$ cat src/rtl/fdivision_multi.sv
// Multi-channel programmable clock divider with glitch-free divisor reload.
// Each channel produces a toggle/pulse output and a one-cycle terminal-count tick.
module fdivision_multi #(
   parameter int CH      = 4,
   parameter int W       = 32,
   parameter int DEF_DIV = 10,
   parameter int CHW     = (CH > 1) ? $clog2(CH) : 1
) (
   input  logic           Fin,
   input  logic           Rst,
   input  logic [CH-1:0]  En,
   input  logic           LdValid,
   input  logic [CHW-1:0] LdCh,
   input  logic [W-1:0]   LdDiv,
   input  logic           LdMode,
   output logic           LdReady,
   output logic [CH-1:0]  Fout,
   output logic [CH-1:0]  Tick
);

   localparam logic MODE_TOGGLE = 1'b0;

   logic [W-1:0]  cnt   [CH];
   logic [W-1:0]  dact  [CH];
   logic [W-1:0]  dpend [CH];
   logic [CH-1:0] mact;
   logic [CH-1:0] mpend;
   logic [CH-1:0] pend;
   logic [CH-1:0] term;
   logic [CH-1:0] ld_hit;
   logic [W-1:0]  ld_div;
   logic          ch_pend;
   logic          ch_valid;

   // Out-of-range channel selects are always ready and simply discarded.
   always_comb begin
      ch_pend  = 1'b0;
      ch_valid = 1'b0;
      for (int i = 0; i < CH; i++) begin
         if (LdCh == CHW'(i)) begin
            ch_pend  = pend[i];
            ch_valid = 1'b1;
         end
      end
   end

   assign LdReady = ~ch_valid | ~ch_pend;
   assign ld_div  = (LdDiv == '0) ? W'(1) : LdDiv;

   always_comb begin
      term   = '0;
      ld_hit = '0;
      for (int i = 0; i < CH; i++) begin
         term[i]   = (cnt[i] == dact[i] - W'(1));
         ld_hit[i] = LdValid & LdReady & (LdCh == CHW'(i));
      end
   end

   always_ff @(posedge Fin or posedge Rst) begin
      if (Rst) begin
         for (int i = 0; i < CH; i++) begin
            cnt[i]   <= '0;
            dact[i]  <= W'(DEF_DIV);
            dpend[i] <= W'(DEF_DIV);
         end
         mact  <= '0;
         mpend <= '0;
         pend  <= '0;
         Fout  <= '0;
         Tick  <= '0;
      end else begin
         for (int i = 0; i < CH; i++) begin
            if (En[i]) begin
               if (term[i]) begin
                  // Terminal always completes under the old mode; pending values
                  // take effect for the period that starts here.
                  cnt[i]  <= '0;
                  Tick[i] <= 1'b1;
                  Fout[i] <= (mact[i] == MODE_TOGGLE) ? ~Fout[i] : 1'b1;
                  if (pend[i]) begin
                     dact[i] <= dpend[i];
                     mact[i] <= mpend[i];
                     pend[i] <= 1'b0;
                  end
               end else begin
                  cnt[i]  <= cnt[i] + W'(1);
                  Tick[i] <= 1'b0;
                  if (mact[i] != MODE_TOGGLE) begin
                     Fout[i] <= 1'b0;
                  end
               end
               if (ld_hit[i]) begin
                  dpend[i] <= ld_div;
                  mpend[i] <= LdMode;
                  pend[i]  <= 1'b1;
               end
            end else begin
               Tick[i] <= 1'b0;
               if (pend[i]) begin
                  dact[i] <= dpend[i];
                  mact[i] <= mpend[i];
                  pend[i] <= 1'b0;
                  cnt[i]  <= '0;
                  Fout[i] <= 1'b0;
               end else if (ld_hit[i]) begin
                  dact[i] <= ld_div;
                  mact[i] <= LdMode;
                  cnt[i]  <= '0;
                  Fout[i] <= 1'b0;
               end else if (mact[i] != MODE_TOGGLE) begin
                  Fout[i] <= 1'b0;
               end
            end
         end
      end
   end

endmodule

$ cat config.mk
export PLATFORM = sky130hd
export DESIGN_NAME = fdivision_multi
export DESIGN_NICKNAME = d
export VERILOG_FILES = /design/src/rtl/fdivision_multi.sv
export SDC_FILE = /design/constraint.sdc
export NUM_CORES = 1
export LEC_CHECK = 0
export BUFFER_PORTS_ARGS = -buffer_cell sky130_fd_sc_hd__buf_2
export CAP_MARGIN = 25
export CORE_ASPECT_RATIO = 2
export CORE_MARGIN = 1.5
export CORE_UTILIZATION = 64
export CTS_CLUSTER_SIZE = 24
export DETAILED_ROUTE_END_ITERATION = 8
export PLACE_DENSITY = 0.81
export SKIP_CTS_REPAIR_TIMING = 1
export SYNTH_ARGS = -nofsm -noshare
export SYNTH_HDL_FRONTEND = slang
export SYNTH_SLANG_ARGS = --single-unit
$ cat constraint.sdc
create_clock -name Fin -period 14.5 [get_ports Fin]
set_input_delay 0 -clock Fin [delete_from_list [all_inputs] [get_ports Fin]]
set_output_delay 0 -clock Fin [all_outputs]
set_load 0.1 [all_outputs]
# After elaboration in Yosys (flattened, before gate mapping)
# Cells that the tools add are included.
# classes
add_sub_neg	8
n_mul	0
n_div	0
magnitude_cmp	0
eq_ne	19
n_shift	0
muxes	109
bitwise_logic	12
n_reduce_logical	18
# ops
cell	count
32-bit 2-to-1 mux	37
32-bit by 1-bit adder with 32-bit output (second input constant)	4
32-bit equality test	4
32-bit by 1-bit subtractor with 32-bit output (second input constant)	4
1-bit 2-to-1 mux	72
32-bit zero test	1
2-bit by 1-bit != test with 1-bit output (second input constant)	8
3-bit by 1-bit != test with 1-bit output (second input constant)	4
3-bit AND reduction	4
3-bit nonzero test	4
2-bit AND reduction	4
2-bit nonzero test	4
1-bit NOT	6
1-bit AND	5
2-bit equality test (second input constant)	2
2-bit by 1-bit equality test with 1-bit output (second input constant)	1
2-bit zero test	1
1-bit bitwise OR	1
# totals
ff_bits	404
latchBits	0
mem_bits_rw	0
mem_bits_ro	0
inputBits	42
out_inout_bits	9
word_cells	192
memories	0

# Logic depth before layout (Yosys ltp)
# Gate-level depths: netlist (run 1).
# depth
word_depth	12
depth_mapped	14
mapped_depth_nobuf	11

# Worst setup path before layout (run 1)
# Ideal clock, no wire load.
# synth_timing
path_type	reg-to-reg
from	register dact[32] (netlist bit)
to	register dact[34] (netlist bit)
setup_time_ns	0.125
arrival_time_ns	3.746
t_required_ns	14.375
path_slack_ns	10.629
stages_incl_launch_ff	13
path_buffers	1
synth_period_minus_slack_ns	3.871
path_cell_list	dfrtp_1 inv_1 ha_1 nor3b_1 nand4_1 or4_1 o31ai_1 or4b_1 nor4_2 nand3_1 o22ai_2 buf_6 mux2_2
# synth_between
elab_chain_cells	4
# synth_rtl
element	line_no	text
start: declaration	24	logic [W-1:0] dact [CH];
start signal: indexed assignment	63	dact[i] <= W'(DEF_DIV);
start signal: indexed assignment	81	dact[i] <= dpend[i];
start signal: indexed assignment	100	dact[i] <= dpend[i];
32-bit by 1-bit subtractor with 32-bit output	54	term[i] = (cnt[i] == dact[i] - W'(1));
32-bit equality test	54	
2-bit by 1-bit != test with 1-bit output (no line)	-	
3-bit AND reduction (no line)	-	
# No other way between the ends.
# A chain may end at the register's enable or synchronous reset.

# Final worst setup path (run 1)
# layout_timing
from	register dact[32] (netlist bit)
to	register dact[38] (netlist bit)
# The elaborated chain is that of the path after synthesis.

==> impl_table.tex, run 1 <==
\begin{tabular}{lr}
\hline
Metric & Value \\
\hline
\multicolumn{2}{l}{\textbf{Synth}} \\
\quad Mapped Cells & 2257 \\
\quad Seq/Total Area, Yosys & 0.437 \\
\quad Post-Syn Area per Cell & 10.3 µm² \\
\quad Post-synthesis compound-gate area fraction & 0.0773 \\
\quad Post-synthesis net count & 2307 \\
\quad Cell with the most instances after synthesis & sky130\_fd\_sc\_hd\_\_dfrtp\_1 \\
\quad Count of state elements after synthesis & 404 \\
\quad Number of different library cells in the post-synthesis netlist & 80 \\
\quad Number of warnings reported in the yosys synthesis log & 0 \\
\quad Post-synthesis simple-gate area fraction & 0.186 \\
\quad Arithmetic-cell share of the synthesized area counting full adders, half adders and majority gates & 0.00432 \\
\quad Parity-gate share of the synthesized area counting xor and xnor cells & 0.0866 \\
\quad Fraction of synthesized area in multiplexers & 0.180 \\
\quad Number of enable-type register cells in the synthesized netlist & 0 \\
\quad Post-synthesis async set-or-reset flop share & 1.00 \\
\quad Post-synth design cell area & 0.0232 mm² \\
\quad Biggest area contributors in the synthesized netlist & sky130\_fd\_sc\_hd\_\_dfrtp\_1 42\%, sky130\_fd\_sc\_hd\_\_mux2\_2 14\%, sky130\_fd\_sc\_hd\_\_xnor2\_1 4.4\% \\
\quad Library cell with the largest summed area after synthesis & sky130\_fd\_sc\_hd\_\_dfrtp\_1 \\
\quad Most common library cells after synthesis & 388 x sky130\_fd\_sc\_hd\_\_dfrtp\_1, 283 x sky130\_fd\_sc\_hd\_\_mux2\_2, 191 x sky130\_fd\_sc\_hd\_\_nor2\_1 \\
\quad Synth Flop Type & sky130\_fd\_sc\_hd\_\_dfrtp\_1 \\
\quad Fraction of synthesized cell area taken by the top area cell type & 0.419 \\
\quad Dominant combinational cell family by area after synthesis & simple AND/OR/NAND/NOR gates \\
\multicolumn{2}{l}{\textbf{Setup path}} \\
\quad Depth of the worst register-to-register path & 12 \\
\quad Startpoint Class & register \\
\quad Launching point of the worst reg2reg path & dact[32] \\
\quad Cells along the critical path & inv\_1, ha\_1, nor3b\_1, nand4\_1, or4\_1, o31ai\_1, or4b\_1, nor4\_2, nand3\_1, o22ai\_2, buf\_4, mux2\_2 \\
\quad Capturing point of the worst reg2reg path & dact[38] \\
\quad R2r setup slk & 9810 ps \\
\quad CP peak stage delay & 570 ps \\
\quad Arrival time of the worst setup path & 5130 ps \\
\quad Worst Setup End Kind & register \\
\quad Category of cells accounting for the largest share of critical-path delay & simple AND/OR/NAND/NOR gates \\
\quad Crit path max fanout & 33 \\
\quad Buffer and inverter count on the worst path & 2 \\
\quad Slowest stage cell, crit path & sky130\_fd\_sc\_hd\_\_nor3b\_1 \\
\quad WS Path Type & reg -> reg \\
\quad WP data required & 14940 ps \\
\multicolumn{2}{l}{\textbf{Timing}} \\
\quad Total count of max-transition violations in the final report & 0 \\
\quad Post-layout minimum cycle time & 4690 ps \\
\quad Setup TNS & 0 ps \\
\quad Worst setup skew after layout & 21.7 ps \\
\quad Final-report hold violation count & 1 \\
\quad Worst-case hold slack & -24.2 ps \\
\quad Total setup violations reported at the end of the flow & 0 \\
\quad Period utilization & 0.323 \\
\quad RSZ-0062 raised after global routing & false \\
\quad Max-slew headroom & 0.330 \\
\quad Slew of the pin with the lowest slew margin & 1000 ps \\
\quad Upper clock frequency limit & 213 MHz \\
\multicolumn{2}{l}{\textbf{Clock tree}} \\
\quad Clock-pin transition on the worst setup and hold timing paths & 70 ps \\
\quad Number of buffers added by the clock tree synthesis step & 37 \\
\quad Root buffer cell & sky130\_fd\_sc\_hd\_\_clkbuf\_16 \\
\quad H-tree level count & 2 \\
\quad Deepest clock path buffer count & 3 \\
\quad Clock tree from TritonCTS & yes \\
\quad Clock Latency Late Sink & 560 ps \\
\quad Number of sinks handled by clock tree synthesis & 404 \\
\multicolumn{2}{l}{\textbf{GRT}} \\
\quad GRT Overall Usage & 0.312 \\
\quad Initial antenna violation count & 0 \\
\quad Via count of the first global-routing pass & 17.4k \\
\quad GR Overflow Total & 0 \\
\quad Global-route wire length before repair & 91200 µm \\
\quad Pin count of the biggest net entering global routing & 139 \\
\multicolumn{2}{l}{\textbf{Floorplan}} \\
\quad Chip width & 138 µm \\
\quad Initial core utilization & 0.649 \\
\quad Die outline height & 272 µm \\
\quad Standard-cell rows & 98 \\
\quad Die ar. & 0.0374 mm² \\
\quad Num ports & 51 \\
\quad Standard cell core area & 0.0357 mm² \\
\multicolumn{2}{l}{\textbf{Min path}} \\
\quad Instance count along the most critical hold path & 4 \\
\quad Launch point of the worst hold path & LdValid \\
\quad Type of the tightest min-delay check & in -> reg \\
\quad Sink of the worst hold path & cnt[2] \\
\multicolumn{2}{l}{\textbf{Pwr}} \\
\quad Internal power consumption & 2420 µW \\
\quad Share of total power consumed by net switching & 0.341 \\
\quad Relative contribution of the clock network to total power & 0.279 \\
\quad Total power density per cell area & 144 mW/mm² \\
\quad Sequential share of power & 0.451 \\
\quad Switching power of the nets & 1250 µW \\
\quad Combinational share of power & 0.269 \\
\quad Overall power consumption & 3680 µW \\
\quad Pleak & 0.0105 µW \\
\quad Worst voltage drop across the vdd grid & 0.117 mV \\
\multicolumn{2}{l}{\textbf{Place}} \\
\quad Buffers added on ports & 50 \\
\quad DP HPWL & 41200 µm \\
\quad Global placement routability congestion & 0.977 \\
\multicolumn{2}{l}{\textbf{Drt}} \\
\quad Wire length reported by the detailed router & 58700 µm \\
\quad Routed wirelength normalized by instance count & 21.1 µm \\
\quad Drt drc & 0 \\
\quad First drt pass iteration count & 7 \\
\quad Routed via count & 17.5k \\
\quad DR iter-0 viols & 1102 \\
\quad Number of nets still failing antenna checks after routing & 0 \\
\quad Vias per Instance & 6.30 \\
\multicolumn{2}{l}{\textbf{Final layout}} \\
\quad Final layout net count & 2352 \\
\quad Proportion of layout cells with a drive suffix above 1 & 0.207 \\
\quad Number of inserted diodes & 0 \\
\quad Synth-to-layout area growth & 10.0\% \\
\quad Number of filler cells placed in the layout & 2581 \\
\multicolumn{2}{l}{\textbf{Run status}} \\
\quad Violated checks & negative hold slack \\
\quad Status & finished, violations left \\
\multicolumn{2}{l}{\textbf{Run}} \\
\quad Max Cap Violations & 0 \\
\hline
\end{tabular}
-- state kept, by name, summed over array words and instances, names as in the netlist --
signal,cells
Tick,4
mpend,4
mact,4
cnt,128
Fout,4
dact,128
dpend,128
pend,4
-- power groups by stage --
stage | Clock (µW) | Sequential (µW) | Combinational (µW)
floorplan | 0 | 1550 | 799
global placement | 0 | 1650 | 924
detailed placement | 0 | 1660 | 964
CTS | 1040 | 1650 | 972
global route | 1090 | 1690 | 1080
finish | 1030 | 1660 | 990
-- stage by stage --
| step | cell area, µm² | setup slack, ps | std cells | utilization | hold slack [ps] |
|---|---|---|---|---|---|
| global placement | 23700 | 9960 | 2668 | 0.665 | 278 |
| detailed placement | 23800 | 9860 | 2671 | 0.666 | 291 |
| CTS | 25000 | 9860 | 2738 | 0.701 | -291 |
| floorplan | 23200 | 3290 | 2257 | - | 129 |
| finish | 25500 | 9810 | 2780 | 0.714 | -24.2 |
| global route | 25500 | 9500 | 2780 | 0.714 | 3.36 |
-- layout make-up --
| class | count | area [µm²] | share of cell area |
|---|---|---|---|
| Timing Repair Buffer | 115 | 916 | 0.0359 |
| Multi-Input combinational cell | 1699 | 12400 | 0.488 |
| Clock inverter | 22 | 255 | 0.0100 |
| Inverter | 45 | 176 | 0.00692 |
| Sequential cell | 404 | 10100 | 0.398 |
| Clock buffer | 45 | 996 | 0.0391 |
| Tap cell | 450 | 563 | 0.0221 |
-- worst max path at each step --
| stage | from | endpoint | slack, ps | cells past startpoint |
|---|---|---|---|---|
| floorplan | Rst | Fout[0] | 3290 | 1 |
| detailed placement | dact[32] | dact[54] | 9860 | 12 |
| global route | dact[32] | dact[38] | 9500 | 12 |
| CTS | dact[32] | dact[50] | 9860 | 12 |
| global placement | dact[98] | mact[0] | 9960 | 9 |
| finish | dact[32] | dact[38] | 9810 | 12 |
-- worst register-to-register path: stages (launching register included) --
cell and delay (ps):
sky130_fd_sc_hd__dfrtp_1 450, sky130_fd_sc_hd__inv_1 120, sky130_fd_sc_hd__ha_1 280, sky130_fd_sc_hd__nor3b_1 570, sky130_fd_sc_hd__nand4_1 430, sky130_fd_sc_hd__or4_1 540
sky130_fd_sc_hd__o31ai_1 340, sky130_fd_sc_hd__or4b_1 490, sky130_fd_sc_hd__nor4_2 180, sky130_fd_sc_hd__nand3_1 160, sky130_fd_sc_hd__o22ai_2 150, sky130_fd_sc_hd__buf_4 420
sky130_fd_sc_hd__mux2_2 420
-- cells by family (layout without fill, tap and decap cells) --
| logic type | after synthesis | count (layout) |
|---|---|---|
| flops | 404 | 404 |
| buf+inv | 154 | 227 |
| simple gates | 824 | 824 |
| mux | 377 | 377 |
| xor+xnor | 229 | 229 |
| compound gates | 261 | 261 |
| fa+ha+maj | 8 | 8 |
-- layout by cell type (no fill, tap or decap), types with 51 or more instances in the layout --
| cell type | count |
|---|---|
| sky130_fd_sc_hd__buf_2 | 51 |
| sky130_fd_sc_hd__dfrtp_1 | 388 |
| sky130_fd_sc_hd__mux2_2 | 283 |
| sky130_fd_sc_hd__mux2i_1 | 67 |
| sky130_fd_sc_hd__nand2_1 | 169 |
| sky130_fd_sc_hd__nand3_1 | 75 |
| sky130_fd_sc_hd__nor2_1 | 187 |
| sky130_fd_sc_hd__nor3_1 | 73 |
| sky130_fd_sc_hd__o21ai_0 | 74 |
| sky130_fd_sc_hd__xnor2_1 | 116 |
| sky130_fd_sc_hd__xor2_1 | 113 |
-- metal layers --
| layer | up-vias | GRT usage | wire, µm |
|---|---|---|---|
| li1 | 8214 | - | - |
| met1 | 8781 | 0.366 | 22900 |
| met2 | 374 | 0.539 | 30000 |
| met3 | 155 | 0.0350 | 1800 |
| met4 | 0 | 0.189 | 3960 |
| met5 | - | 0 | 0 |
Note: power is estimated with default switching activity, not from simulation.
==> run 2, diff against run 1 <==
==> constraint.sdc (replaced) <==
create_clock -name Fin -period 4.7 [get_ports Fin]
set_input_delay 0 -clock Fin [delete_from_list [all_inputs] [get_ports Fin]]
set_output_delay 0 -clock Fin [all_outputs]
set_load 0.1 [all_outputs]
==> impl_table.tex, run 2 (synthesis results as in run 1) <==
\begin{tabular}{lr}
\hline
Metric & Value \\
\hline
\multicolumn{2}{l}{\textbf{Setup path}} \\
\quad Launching point of the worst reg2reg path & dact[32] (unchanged) \\
\quad R2r setup slk & 340 ps (was 9810 ps) \\
\quad WS Path Type & reg -> reg (unchanged) \\
\quad Buffer and inverter count on the worst path & 2 (unchanged) \\
\quad Depth of the worst register-to-register path & 12 (unchanged) \\
\quad Slowest stage cell, crit path & sky130\_fd\_sc\_hd\_\_nor3b\_1 (unchanged) \\
\quad Startpoint Class & register (unchanged) \\
\quad Arrival time of the worst setup path & 4790 ps (was 5130 ps) \\
\quad WP data required & 5130 ps (was 14940 ps) \\
\quad Cells along the critical path & inv\_1, ha\_1, nor3b\_1, nand4\_1, or4\_1, o31ai\_1, or4b\_1, nor4\_2, nand3\_1, o22ai\_2, buf\_4, mux2\_2 (unchanged) \\
\quad Capturing point of the worst reg2reg path & dact[39] (was dact[38]) \\
\quad Worst Setup End Kind & register (unchanged) \\
\quad Category of cells accounting for the largest share of critical-path delay & simple AND/OR/NAND/NOR gates (unchanged) \\
\quad CP peak stage delay & 590 ps (was 570 ps) \\
\quad Crit path max fanout & 33 (unchanged) \\
\multicolumn{2}{l}{\textbf{Final layout}} \\
\quad Post-Layout Inst Area & 0.0255 mm² (about the same) \\
\quad Most common cell after layout, fill and taps aside & sky130\_fd\_sc\_hd\_\_dfrtp\_1 (unchanged) \\
\quad Layout Cells excl Fill & 2787 (was 2780) \\
\quad Final layout net count & 2361 (was 2352) \\
\quad Proportion of layout cells with a drive suffix above 1 & 0.209 (was 0.207) \\
\quad Footprint of the multi-input gates & 0.0125 mm² (was 0.0124 mm²) \\
\quad Number of filler cells placed in the layout & 2512 (was 2581) \\
\quad Synth-to-layout area growth & 10.2\% (was 10.0\%) \\
\quad Area taken by flip-flops and latches & 0.0101 mm² (unchanged) \\
\quad Number of inserted diodes & 0 (unchanged) \\
\quad Top flop regs & cnt (128), dact (128), dpend (128) (unchanged) \\
\quad Most frequent cells in the layout & 388 x sky130\_fd\_sc\_hd\_\_dfrtp\_1, 283 x sky130\_fd\_sc\_hd\_\_mux2\_2, 187 x sky130\_fd\_sc\_hd\_\_nor2\_1 (unchanged) \\
\multicolumn{2}{l}{\textbf{Place}} \\
\quad Buffers added on ports & 50 (unchanged) \\
\quad Global placement routability congestion & 0.920 (was 0.977) \\
\quad DP HPWL & 41800 µm (was 41200 µm) \\
\quad Cell Area, Placed & 0.0239 mm² (was 0.0238 mm²) \\
\quad Placed Cells incl. Taps & 2681 (was 2671) \\
\multicolumn{2}{l}{\textbf{Clock tree}} \\
\quad Deepest clock path buffer count & 3 (unchanged) \\
\quad H-tree level count & 2 (unchanged) \\
\quad Clock tree from TritonCTS & yes (unchanged) \\
\quad Clock-pin transition on the worst setup and hold timing paths & 70 ps (about the same) \\
\quad Number of buffers added by the clock tree synthesis step & 37 (unchanged) \\
\quad Root buffer cell & sky130\_fd\_sc\_hd\_\_clkbuf\_16 (unchanged) \\
\quad Number of sinks handled by clock tree synthesis & 404 (unchanged) \\
\quad Clock Latency Late Sink & 550 ps (was 560 ps) \\
\multicolumn{2}{l}{\textbf{GRT}} \\
\quad Via count of the first global-routing pass & 17.7k (was 17.4k) \\
\quad Initial antenna violation count & 0 (unchanged) \\
\quad Global-route wire length before repair & 93100 µm (was 91200 µm) \\
\quad GRT Overall Usage & 0.318 (was 0.312) \\
\quad Pin count of the biggest net entering global routing & 174 (was 139) \\
\quad GR Overflow Total & 0 (unchanged) \\
\multicolumn{2}{l}{\textbf{Drt}} \\
\quad Drt drc & 0 (unchanged) \\
\quad DR iter-0 viols & 1079 (was 1102) \\
\quad Number of nets still failing antenna checks after routing & 0 (unchanged) \\
\quad First drt pass iteration count & 5 (was 7) \\
\quad Routed via count & 17.8k (was 17.5k) \\
\quad Routed wirelength normalized by instance count & 21.7 µm (was 21.1 µm) \\
\quad Wire length reported by the detailed router & 60600 µm (was 58700 µm) \\
\quad Vias per Instance & 6.38 (was 6.30) \\
\multicolumn{2}{l}{\textbf{Timing}} \\
\quad Slew of the pin with the lowest slew margin & 1010 ps (was 1000 ps) \\
\quad Period utilization & 0.928 (was 0.323) \\
\quad Max-slew headroom & 0.324 (was 0.330) \\
\quad Worst-case hold slack & 11.2 ps (was -24.2 ps) \\
\quad Total count of max-transition violations in the final report & 0 (unchanged) \\
\quad Final-report hold violation count & 0 (was 1) \\
\quad Worst setup skew after layout & 15.8 ps (was 21.7 ps) \\
\quad Total setup violations reported at the end of the flow & 0 (unchanged) \\
\quad Post-layout minimum cycle time & 4360 ps (was 4690 ps) \\
\quad Upper clock frequency limit & 229 MHz (was 213 MHz) \\
\quad RSZ-0062 raised after global routing & false (unchanged) \\
\multicolumn{2}{l}{\textbf{Floorplan}} \\
\quad Chip width & 138 µm (unchanged) \\
\quad Standard-cell rows & 98 (unchanged) \\
\quad Die ar. & 0.0374 mm² (unchanged) \\
\quad Initial core utilization & 0.649 (unchanged) \\
\quad Die outline height & 272 µm (unchanged) \\
\quad Num ports & 51 (unchanged) \\
\quad Standard cell core area & 0.0357 mm² (unchanged) \\
\multicolumn{2}{l}{\textbf{Pwr}} \\
\quad Combinational share of power & 0.271 (was 0.269) \\
\quad Switching power of the nets & 3920 µW (was 1250 µW) \\
\quad Internal power consumption & 7490 µW (was 2420 µW) \\
\quad Worst voltage drop across the vdd grid & 0.322 mV (was 0.117 mV) \\
\quad Sequential share of power & 0.451 (about the same) \\
\quad Relative contribution of the clock network to total power & 0.278 (was 0.279) \\
\quad Share of total power consumed by net switching & 0.344 (was 0.341) \\
\quad Pleak & 0.0106 µW (was 0.0105 µW) \\
\quad Total power density per cell area & 447 mW/mm² (was 144 mW/mm²) \\
\multicolumn{2}{l}{\textbf{Min path}} \\
\quad Instance count along the most critical hold path & 4 (unchanged) \\
\quad Type of the tightest min-delay check & in -> reg (unchanged) \\
\quad Launch point of the worst hold path & LdCh[0] (was LdValid) \\
\quad Sink of the worst hold path & cnt[2] (unchanged) \\
\multicolumn{2}{l}{\textbf{Run status}} \\
\quad Status & finished clean (was finished, violations left) \\
\multicolumn{2}{l}{\textbf{Run}} \\
\quad Max Cap Violations & 0 (unchanged) \\
\hline
\end{tabular}
## run 2: layer usage
layer  vias up  global-route usage  share of wire
li1       8234                   -              -
met1      8884               0.378           0.38
met2       469               0.556           0.52
met3       183              0.0339          0.036
met4         0               0.171          0.061
met5         -                   0              0
## run 2: metrics by stage
stage | util | TNS, ps | total power [µW] | worst slack, ps
after global placement | 0.668 | 0 | 7970 | 487
after CTS | 0.703 | 0 | 11300 | 374
final | 0.715 | 0 | 11400 | 338
after global routing | 0.715 | 0 | 12000 | 13.1
after floorplan | - | -282720 | 7250 | -729
after detailed placement | 0.669 | 0 | 8160 | 404
## run 2: final cells by class
cell class                 instances  share of cell area
clock buffer                      44              0.0389
clock inverter                    21             0.00961
inverter                          45             0.00676
multi-input combinational       1699               0.488
sequential                       404               0.397
tap                              450              0.0221
timing repair buffer             124              0.0379
## run 2: power groups by stage
| stage | sequential [µW] | clock, µW | combinational, µW |
|---|---|---|---|
| 2_1_floorplan | 4780 | 0 | 2470 |
| 3_3_place_gp | 5100 | 0 | 2870 |
| 3_5_place_dp | 5160 | 0 | 3000 |
| 4_1_cts | 5110 | 3200 | 3030 |
| 5_1_grt | 5260 | 3340 | 3390 |
| 6_report | 5150 | 3170 | 3090 |
## run 2: tightest hold or removal path: stages
cell and delay [ps]:
sky130_fd_sc_hd__buf_2 160, sky130_fd_sc_hd__a311oi_1 220, sky130_fd_sc_hd__nand2_1 90, sky130_fd_sc_hd__nand2_1 50
## run 2: worst max path at each step
stage	startpoint	cells past startpoint	slack (ps)	end
final	dact[32]	12	340	dact[39]
after detailed placement	dact[64]	12	400	dact[80]
after global placement	dact[107]	9	490	mact[0]
after floorplan	Rst	1	-730	Fout[0]
after CTS	dact[107]	10	370	dact[103]
after global routing	dact[32]	12	10	dact[39]
==> run 3, diff against run 2 <==
--- a/config.mk
+++ b/config.mk
@@ -9,10 +9,10 @@
 export CAP_MARGIN = 25
 export CORE_ASPECT_RATIO = 2
 export CORE_MARGIN = 1.5
-export CORE_UTILIZATION = 64
+export CORE_UTILIZATION = 65
 export CTS_CLUSTER_SIZE = 24
 export DETAILED_ROUTE_END_ITERATION = 8
-export PLACE_DENSITY = 0.81
+export PLACE_DENSITY = 0.82
 export SKIP_CTS_REPAIR_TIMING = 1
 export SYNTH_ARGS = -nofsm -noshare
 export SYNTH_HDL_FRONTEND = slang
==> constraint.sdc (replaced) <==
create_clock -name Fin -period 5.15 [get_ports Fin]
set_input_delay 0 -clock Fin [delete_from_list [all_inputs] [get_ports Fin]]
set_output_delay 0 -clock Fin [all_outputs]
set_load 0.1 [all_outputs]
==> impl_table.tex, run 3 (synthesis results as in run 1) <==
\begin{tabular}{lr}
\hline
Metric & Value \\
\hline
\multicolumn{2}{l}{\textbf{Run status}} \\
\quad Status & finished, violations left (was finished clean) \\
\quad Violated checks & negative hold slack \\
\multicolumn{2}{l}{\textbf{Timing}} \\
\quad Total setup violations reported at the end of the flow & 0 (unchanged) \\
\quad Worst setup skew after layout & 11.9 ps (was 15.8 ps) \\
\quad Max-slew headroom & 0.334 (was 0.324) \\
\quad Final-report hold violation count & 1 (was 0) \\
\quad Upper clock frequency limit & 219 MHz (was 229 MHz) \\
\quad Period utilization & 0.888 (was 0.928) \\
\quad Total count of max-transition violations in the final report & 0 (unchanged) \\
\quad RSZ-0062 raised after global routing & false (unchanged) \\
\quad Setup TNS & 0 ps (unchanged) \\
\quad Slew of the pin with the lowest slew margin & 998 ps (was 1010 ps) \\
\quad Post-layout minimum cycle time & 4570 ps (was 4360 ps) \\
\quad Worst-case hold slack & -6.70 ps (was 11.2 ps) \\
\multicolumn{2}{l}{\textbf{Clock tree}} \\
\quad Number of sinks handled by clock tree synthesis & 404 (unchanged) \\
\quad H-tree level count & 2 (unchanged) \\
\quad Root buffer cell & sky130\_fd\_sc\_hd\_\_clkbuf\_16 (unchanged) \\
\quad Clock Latency Late Sink & 550 ps (about the same) \\
\quad Clock-pin transition on the worst setup and hold timing paths & 80 ps (was 70 ps) \\
\quad Number of buffers added by the clock tree synthesis step & 37 (unchanged) \\
\quad Deepest clock path buffer count & 3 (unchanged) \\
\quad Clock tree from TritonCTS & yes (unchanged) \\
\multicolumn{2}{l}{\textbf{Pwr}} \\
\quad Worst voltage drop across the vdd grid & 0.325 mV (was 0.322 mV) \\
\quad Pleak & 0.0105 µW (was 0.0106 µW) \\
\quad Total power density per cell area & 414 mW/mm² (was 447 mW/mm²) \\
\multicolumn{2}{l}{\textbf{Floorplan}} \\
\quad Die ar. & 0.0368 mm² (was 0.0374 mm²) \\
\quad Num ports & 51 (unchanged) \\
\quad Chip width & 136 µm (was 138 µm) \\
\quad Standard-cell rows & 97 (was 98) \\
\quad Die outline height & 270 µm (was 272 µm) \\
\quad Initial core utilization & 0.660 (was 0.649) \\
\quad Standard cell core area & 0.0351 mm² (was 0.0357 mm²) \\
\multicolumn{2}{l}{\textbf{Final layout}} \\
\quad Proportion of layout cells with a drive suffix above 1 & 0.205 (was 0.209) \\
\quad Final core occ & 0.728 (was 0.715) \\
\quad Synth-to-layout area growth & 10.2\% (about the same) \\
\quad Most common cell after layout, fill and taps aside & sky130\_fd\_sc\_hd\_\_dfrtp\_1 (unchanged) \\
\quad Layout Cells excl Fill & 2778 (was 2787) \\
\quad Number of inserted diodes & 0 (unchanged) \\
\quad Most frequent cells in the layout & 388 x sky130\_fd\_sc\_hd\_\_dfrtp\_1, 283 x sky130\_fd\_sc\_hd\_\_mux2\_2, 187 x sky130\_fd\_sc\_hd\_\_nor2\_1 (unchanged) \\
\quad Number of filler cells placed in the layout & 2386 (was 2512) \\
\quad Top flop regs & cnt (128), dact (128), dpend (128) (unchanged) \\
\quad Final layout net count & 2354 (was 2361) \\
\multicolumn{2}{l}{\textbf{GRT}} \\
\quad GRT Overall Usage & 0.324 (was 0.318) \\
\quad GR Overflow Total & 0 (unchanged) \\
\quad Via count of the first global-routing pass & 17.7k (about the same) \\
\quad Initial antenna violation count & 0 (unchanged) \\
\quad Global-route wire length before repair & 93700 µm (was 93100 µm) \\
\quad Pin count of the biggest net entering global routing & 175 (was 174) \\
\multicolumn{2}{l}{\textbf{Setup path}} \\
\quad Slowest stage cell, crit path & sky130\_fd\_sc\_hd\_\_or4\_1 (was sky130\_fd\_sc\_hd\_\_nor3b\_1) \\
\quad Cells along the critical path & or4\_1, or4\_1, or4\_1, a21oi\_1, mux2i\_1, nor4b\_1, and2\_2, o2bb2ai\_4, mux2\_2 (was inv\_1, ha\_1, nor3b\_1, nand4\_1, or4\_1, o31ai\_1, or4b\_1, nor4\_2, nand3\_1, o22ai\_2, buf\_4, mux2\_2) \\
\quad WP data required & 5580 ps (was 5130 ps) \\
\quad Crit path max fanout & 33 (unchanged) \\
\quad WS Path Type & reg -> reg (unchanged) \\
\quad CP dominant cell by count & sky130\_fd\_sc\_hd\_\_or4\_1 \\
\quad CP peak stage delay & 690 ps (was 590 ps) \\
\quad Worst Setup End Kind & register (unchanged) \\
\quad R2r setup slk & 580 ps (was 340 ps) \\
\quad Arrival time of the worst setup path & 5010 ps (was 4790 ps) \\
\quad Startpoint Class & register (unchanged) \\
\multicolumn{2}{l}{\textbf{Drt}} \\
\quad Drt drc & 0 (unchanged) \\
\quad DR iter-0 viols & 1126 (was 1079) \\
\quad Routed wirelength normalized by instance count & 21.7 µm (about the same) \\
\quad First drt pass iteration count & 5 (unchanged) \\
\quad Vias per Instance & 6.39 (was 6.38) \\
\quad Number of nets still failing antenna checks after routing & 0 (unchanged) \\
\quad Wire length reported by the detailed router & 60200 µm (was 60600 µm) \\
\quad Routed via count & 17.8k (about the same) \\
\multicolumn{2}{l}{\textbf{Place}} \\
\quad Buffers added on ports & 50 (unchanged) \\
\quad DP HPWL & 41400 µm (was 41800 µm) \\
\quad Placed Cells incl. Taps & 2669 (was 2681) \\
\quad Global placement routability congestion & 0.928 (was 0.920) \\
\multicolumn{2}{l}{\textbf{Min path}} \\
\quad Type of the tightest min-delay check & in -> reg (unchanged) \\
\multicolumn{2}{l}{\textbf{Run}} \\
\quad Max Cap Violations & 0 (unchanged) \\
\hline
\end{tabular}
-- run 3: cell count changes in the layout (fill, tap and decap cells not counted) --
cell and delta:
sky130_fd_sc_hd__inv_6 -6, sky130_fd_sc_hd__clkinvlp_4 +3, sky130_fd_sc_hd__buf_4 -6, sky130_fd_sc_hd__nor4_4 -1, sky130_fd_sc_hd__buf_12 -1, sky130_fd_sc_hd__bufinv_16 +3
sky130_fd_sc_hd__clkbuf_1 +6, sky130_fd_sc_hd__clkbuf_16 +2, sky130_fd_sc_hd__clkinv_2 -1, sky130_fd_sc_hd__clkbuf_8 -3, sky130_fd_sc_hd__nor4_2 +1, sky130_fd_sc_hd__clkinv_4 -1
-- run 3: power breakdown --
group / switching (µW) / internal (µW)
clock: 1270 / 1770
sequential: 853 / 3850
combinational: 1440 / 1380
-- run 3: final timing paths --
kind                            start  cells past startpoint         end
max in group asynchronous         Rst                      5      cnt[7]
min                          LdDiv[0]                      3   dpend[64]
max                         dact[107]                      9     mact[0]
min reg2reg                dpend[108]                      1  dpend[108]
max reg2reg                 dact[107]                      9     mact[0]
min in group asynchronous         Rst                      4    dact[96]
-- run 3: worst max-delay path: cells and delay by family (launching register included) --
kind,cells,cell delay (ps)
muxes,2,500
DFF,1,460
AOI/OAI and AO/OA,2,600
and+or+nand+nor,5,2900
-- run 3: routing by layer --
metal,share of wire,GRT usage,up-vias
met5,0,0,-
met4,0.077,0.208,0
met3,0.033,0.0375,202
met2,0.51,0.546,456
met1,0.38,0.386,8874
li1,-,-,8221
-- run 3: layout make-up --
class	instances	area [µm²]	area share
Clock buffer	49	1020	0.0401
Clock inverter	19	292	0.0114
Inverter	45	173	0.00677
Multi-Input combinational cell	1699	12400	0.488
Sequential cell	404	10100	0.397
Tap cell	445	557	0.0218
Timing Repair Buffer	117	903	0.0354
-- run 3: metrics by stage --
step	setup slack [ps]	cell area, µm²	hold slack (ps)	total power, µW
2_1_floorplan	-279	23200	129	6610
3_3_place_gp	605	23800	309	7270
3_5_place_dp	563	23800	311	7440
4_1_cts	541	25100	-253	10500
5_1_grt	275	25500	4.00	11100
6_report	578	25500	-6.70	10600
